[src/rtl/bcd_pkg.sv]
// Shared BCD definitions: digit width/limit, digit type, per-edge operation
// encoding and the flag bundle registered by the counter.
package bcd_pkg;

  localparam int DIGIT_W   = 4;
  localparam int DIGIT_MAX = 9;

  typedef logic [DIGIT_W-1:0] bcd_digit_t;

  typedef enum logic [1:0] {
    OP_HOLD  = 2'd0,
    OP_CLR   = 2'd1,
    OP_LOAD  = 2'd2,
    OP_COUNT = 2'd3
  } bcd_op_t;

  typedef struct packed {
    logic ovf;
    logic unf;
    logic load_err;
  } bcd_flags_t;

  function automatic logic is_valid_bcd(bcd_digit_t d);
    return d <= bcd_digit_t'(DIGIT_MAX);
  endfunction

endpackage

[src/rtl/bcd_digit.sv]
// Combinational single-digit BCD step: one increment or decrement when
// step_in is set, with step_out flagging the 9->0 carry or 0->9 borrow.
module bcd_digit
  import bcd_pkg::*;
(
  input  bcd_digit_t digit,
  input  logic       step_in,
  input  logic       up,
  output bcd_digit_t digit_next,
  output logic       step_out
);

  always_comb begin
    digit_next = digit;
    step_out   = 1'b0;
    if (step_in) begin
      if (up) begin
        if (digit >= bcd_digit_t'(DIGIT_MAX)) begin
          digit_next = '0;
          step_out   = 1'b1;
        end else begin
          digit_next = digit + bcd_digit_t'(1);
        end
      end else begin
        if (digit == '0) begin
          digit_next = bcd_digit_t'(DIGIT_MAX);
          step_out   = 1'b1;
        end else begin
          digit_next = digit - bcd_digit_t'(1);
        end
      end
    end
  end

endmodule

[src/rtl/bcd_updown_counter.sv]
// Multi-digit BCD up/down counter with clear, checked parallel load,
// wrap or saturate at the boundaries, and registered event pulses.
module bcd_updown_counter
  import bcd_pkg::*;
#(
  parameter int DIGITS = 4,
  parameter bit WRAP   = 1'b1
) (
  input  logic                      clk,
  input  logic                      rst_n,
  input  logic                      clr,
  input  logic                      load,
  input  logic [DIGIT_W*DIGITS-1:0] load_val,
  input  logic                      en,
  input  logic                      up,
  output logic [DIGIT_W*DIGITS-1:0] count,
  output logic                      tc,
  output logic                      ovf,
  output logic                      unf,
  output logic                      load_err
);

  localparam int CW = DIGIT_W * DIGITS;

  if (DIGITS < 1 || DIGITS > 8) begin : g_bad_digits
    $error("bcd_updown_counter: DIGITS must be within 1..8");
  end

  logic [CW-1:0]   count_next;
  logic [DIGITS:0] carry;
  logic            load_ok;
  logic            boundary;
  bcd_op_t         op;
  bcd_flags_t      flags_q;

  // The units digit always sees a step; the final carry/borrow out of the
  // top digit therefore means the count sits on the boundary for this direction.
  assign carry[0] = 1'b1;

  for (genvar g = 0; g < DIGITS; g++) begin : g_digit
    bcd_digit u_digit (
      .digit      (count[g*DIGIT_W +: DIGIT_W]),
      .step_in    (carry[g]),
      .up         (up),
      .digit_next (count_next[g*DIGIT_W +: DIGIT_W]),
      .step_out   (carry[g+1])
    );
  end

  assign boundary = carry[DIGITS];

  always_comb begin
    load_ok = 1'b1;
    for (int i = 0; i < DIGITS; i++) begin
      if (!is_valid_bcd(load_val[i*DIGIT_W +: DIGIT_W])) load_ok = 1'b0;
    end
  end

  always_comb begin
    if (clr)       op = OP_CLR;
    else if (load) op = OP_LOAD;
    else if (en)   op = OP_COUNT;
    else           op = OP_HOLD;
  end

  assign tc = (op == OP_COUNT) && boundary;

  always_ff @(posedge clk or negedge rst_n) begin
    if (!rst_n) begin
      count   <= '0;
      flags_q <= '0;
    end else begin
      unique case (op)
        OP_CLR: begin
          count   <= '0;
          flags_q <= '0;
        end
        OP_LOAD: begin
          if (load_ok) count <= load_val;
          flags_q <= '{ovf: 1'b0, unf: 1'b0, load_err: !load_ok};
        end
        OP_COUNT: begin
          // Saturation is simply a suppressed update at the boundary.
          if (WRAP || !boundary) count <= count_next;
          flags_q <= '{ovf: boundary && up, unf: boundary && !up, load_err: 1'b0};
        end
        OP_HOLD: begin
          flags_q <= '0;
        end
        default: begin
          flags_q <= '0;
        end
      endcase
    end
  end

  assign ovf      = flags_q.ovf;
  assign unf      = flags_q.unf;
  assign load_err = flags_q.load_err;

endmodule

[config.mk]
export PLATFORM = sky130hd
export DESIGN_NAME = bcd_updown_counter
export DESIGN_NICKNAME = d
export VERILOG_FILES = /design/src/rtl/bcd_pkg.sv /design/src/rtl/bcd_digit.sv /design/src/rtl/bcd_updown_counter.sv
export SDC_FILE = /design/constraint.sdc
export NUM_CORES = 1
export LEC_CHECK = 0
export ABC_AREA = 1
export CELL_PAD_IN_SITES_DETAIL_PLACEMENT = 1
export CELL_PAD_IN_SITES_GLOBAL_PLACEMENT = 2
export CORE_MARGIN = 2
export CORE_UTILIZATION = 26
export DETAILED_ROUTE_END_ITERATION = 12
export GPL_TIMING_DRIVEN = 0
export MAX_ROUTING_LAYER = met4
export PLACE_DENSITY_LB_ADDON = 0.12
export RECOVER_POWER = 25
export SYNTH_ARGS = -nofsm -noshare
export SYNTH_HDL_FRONTEND = slang
export SYNTH_SLANG_ARGS = --single-unit
[constraint.sdc]
create_clock -name clk -period 1.7 [get_ports clk]
set_input_delay 0.34 -clock clk [delete_from_list [all_inputs] [get_ports clk]]
set_output_delay 0.34 -clock clk [all_outputs]
set_load 0.02 [all_outputs]
==> impl_metrics.tcl <==
set metrics [dict create \
    clk_path_buf_depth 2 \
    ys_types 29 \
    regArea_um2 489.2 \
    rr_worst_depth 13 \
    rows 30 \
    synth_warnings 0 \
    dp.cells 436 \
    multi_input_area_um2 1458 \
    cts.sinks 19 \
    numCtsBuffers 3 \
    rsz0062_at_grt "true" \
    rrSetupSlack_ns -0.14 \
    core_um2 6869 \
    cap_violations 0 \
    hold_slack_ns 0.5372 \
    n_antenna_cell 0 \
    max_freq_ghz 0.4987 \
    syn_inst 299 \
    setup_viol 9 \
    port_buffers 41 \
    synth_edf_count 0 \
    design_area_um2 3018 \
    end_kind "output pin" \
    grt_start_max_net_pins 20 \
    cts_tree "yes" \
    ios 42 \
    grt_pass1_wl_mm 11.18 \
    grt_pass1_vias 2246 \
    cts-htree-levels 1 \
    antenna_found_initial 0 \
    worst_slew_pin_slew_ns 1.034 \
    layout_commonest_cell "nand2_1" \
    leakagePower_uw 0.001489 \
    min_to "count[1]$_DFFE_PN0P_" \
    synth_ff_type "dfrtp_1" \
    fin_util 0.4393 \
    chipWidth_um 88.74 \
    nFillCells 905 \
    startpoint_type "register" \
    hp-class "register to register" \
    grtUsageTotal 0.1893 \
    mappedNetlistArea_um2 1867 \
    fp.dieH_um 88.74 \
    met2_usage 0.3141 \
    route.detailed.drc 0 \
    synth_seq_area_share 0.2547 \
    clkTransAtPathRegs_ns 0.08 \
    dp_hpwl_mm 4.719 \
    placed_area_um2 2430 \
    grtUsageMet1 0.2545 \
    ys_ff_latch 19 \
    die_area_um2 7874 \
    drt_iter0_markers 80 \
    holdCritStartpoint "count[1]$_DFFE_PN0P_" \
    arrival_ns 1.67 \
    gp_congestion 0.8079 \
    hold_violations 0 \
    status "complete, but fails checks" \
    worstHoldPathCells 2 \
    totalWireLength_mm 7.131 \
    clock_skew_ns 0.003181 \
    slew_viol_final 0 \
    area_growth_pct 61.66 \
    layoutNonFillerInstCount 483 \
    grt_remaining_overflow 0 \
    cp_max_fo 4 \
    avgSynthCellArea_um2 6.243 \
    post-route-period-util 1.180 \
    drive_gt1_frac 0.3411 \
    violations "negative setup slack" \
    syn_nets 334 \
    p_per_area_nw_per_um2 725.8 \
    busiest_layer "met2" \
    fin_ws_ns -0.3053 \
    viasPerCell 4.596 \
    firstDrtPassIters 4 \
    synthArstFlopShare 1.000 \
    num_vias 2220 \
    worstReg2RegEnd "count[14]$_DFFE_PN0P_" \
    insertion_delay_ns 0.26 \
    min_period_ns 2.005 \
    initial_core_util 0.2718 \
    irDropWorstVdd_mv 0.2805 \
    root_buffer "clkbuf_8" \
    routedWlPerCell_um 14.76 \
    relSlewSlack 0.3085 \
    nNetsFinal 423 \
    critical_path_class "register to output pin" \
    final_cell_mix "110 x nand2_1, 42 x buf_4, 30 x nand3_1, 24 x clkdlybuf4s50_1, 17 x nor2_1" \
    ant_nets 0 \
    met3_usage 0.02892 \
    crit_required_ns 1.36 \
    reg2reg_from "count[1]$_DFFE_PN0P_" \
]
## cells in the mapped netlist, drive strengths merged, types with 2 or more instances
cell | number | area share
nand2 | 126 | 0.26
nand3 | 38 | 0.10
inv | 31 | 0.062
nor2 | 28 | 0.074
dfrtp | 19 | 0.25
o21ai | 17 | 0.046
ha | 13 | 0.087
buf | 7 | 0.028
nand4 | 5 | 0.017
a21oi | 3 | 0.014
o211ai | 2 | 0.011
or2 | 2 | 0.0067
xor2 | 2 | 0.0094
## area by class of cell
class,instances,share of cell area
clock buffer,4,0.01493
timing repair buffer,84,0.2367
sequential,19,0.1621
tap,96,0.03980
multi-input combinational,242,0.4830
buffer,7,0.02156
inverter,31,0.04187
## flip-flops by register name, indices dropped and copies added, names as in the netlist
register,count
load_err,1
count,16
ovf,1
unf,1
## timing repair
| item | in CTS | in global routing |
|---|---|---|
| pin swaps | 7 | 24 |
| gates cloned | 1 | 0 |
| endpoints found under the setup margin | 21 | 20 |
| hold buffers | 0 | 0 |
| gates resized for setup | 39 | 58 |
| buffers inserted | 25 | 19 |
## worst max-delay path, cell delays in order, from the launching register on
cell and delay, ns:
dfrtp_2 0.43, inv_2 0.10, ha_4 0.15, nand2_1 0.06, nor2_2 0.14, nand2_2 0.10, nand2_4 0.10, nand3_4 0.08
nor2_4 0.13, buf_6 0.12
## metal layers
layer	vias up	part of all wire
li1	1125	-
met1	1063	0.48
met3	2	0.027
met4	0	0.0021
met5	-	0
met2	30	0.49
## where the power goes
part	switching (µW)	total [µW]	internal, µW
combinational	676	1260	585
sequential	80.3	588	508
clock	174	341	167
## how the worst max path moves through the flow
stage	depth (start not counted)	start	slack (ns)	to
2_1_floorplan	8	count[8]$_DFFE_PN0P_	0.006	tc
3_3_place_gp	7	up	-0.90	tc
3_5_place_dp	7	up	-0.92	tc
4_1_cts	9	count[12]$_DFFE_PN0P_	-0.34	tc
5_1_grt	9	count[1]$_DFFE_PN0P_	-0.41	tc
6_report	9	count[1]$_DFFE_PN0P_	-0.31	tc
## metrics by stage
stage	total power, µW	setup TNS, ns	setup WS [ns]
after floorplan	1123	0	0.006444
after detailed placement	1457	-6.615	-0.9241
final	2190	-1.104	-0.3053
after CTS	1979	-1.247	-0.3357
after global routing	2364	-2.537	-0.4112
after global placement	1449	-6.251	-0.9014
## logic make-up (layout without fill, tap and decap cells)
| family | Yosys count | count (layout) | share of synthesized area |
|---|---|---|---|
| flip-flops | 19 | 19 | 0.2547 |
| adder cells (fa/ha/maj) | 13 | 13 | 0.08713 |
| XOR/XNOR | 2 | 2 | 0.009385 |
| AO/OA/AOI/OAI | 24 | 24 | 0.08446 |
| AND/OR/NAND/NOR | 203 | 203 | 0.4739 |
| buffers and inverters | 38 | 126 | 0.09048 |
No activity file was read; power rests on OpenSTA's default activity.
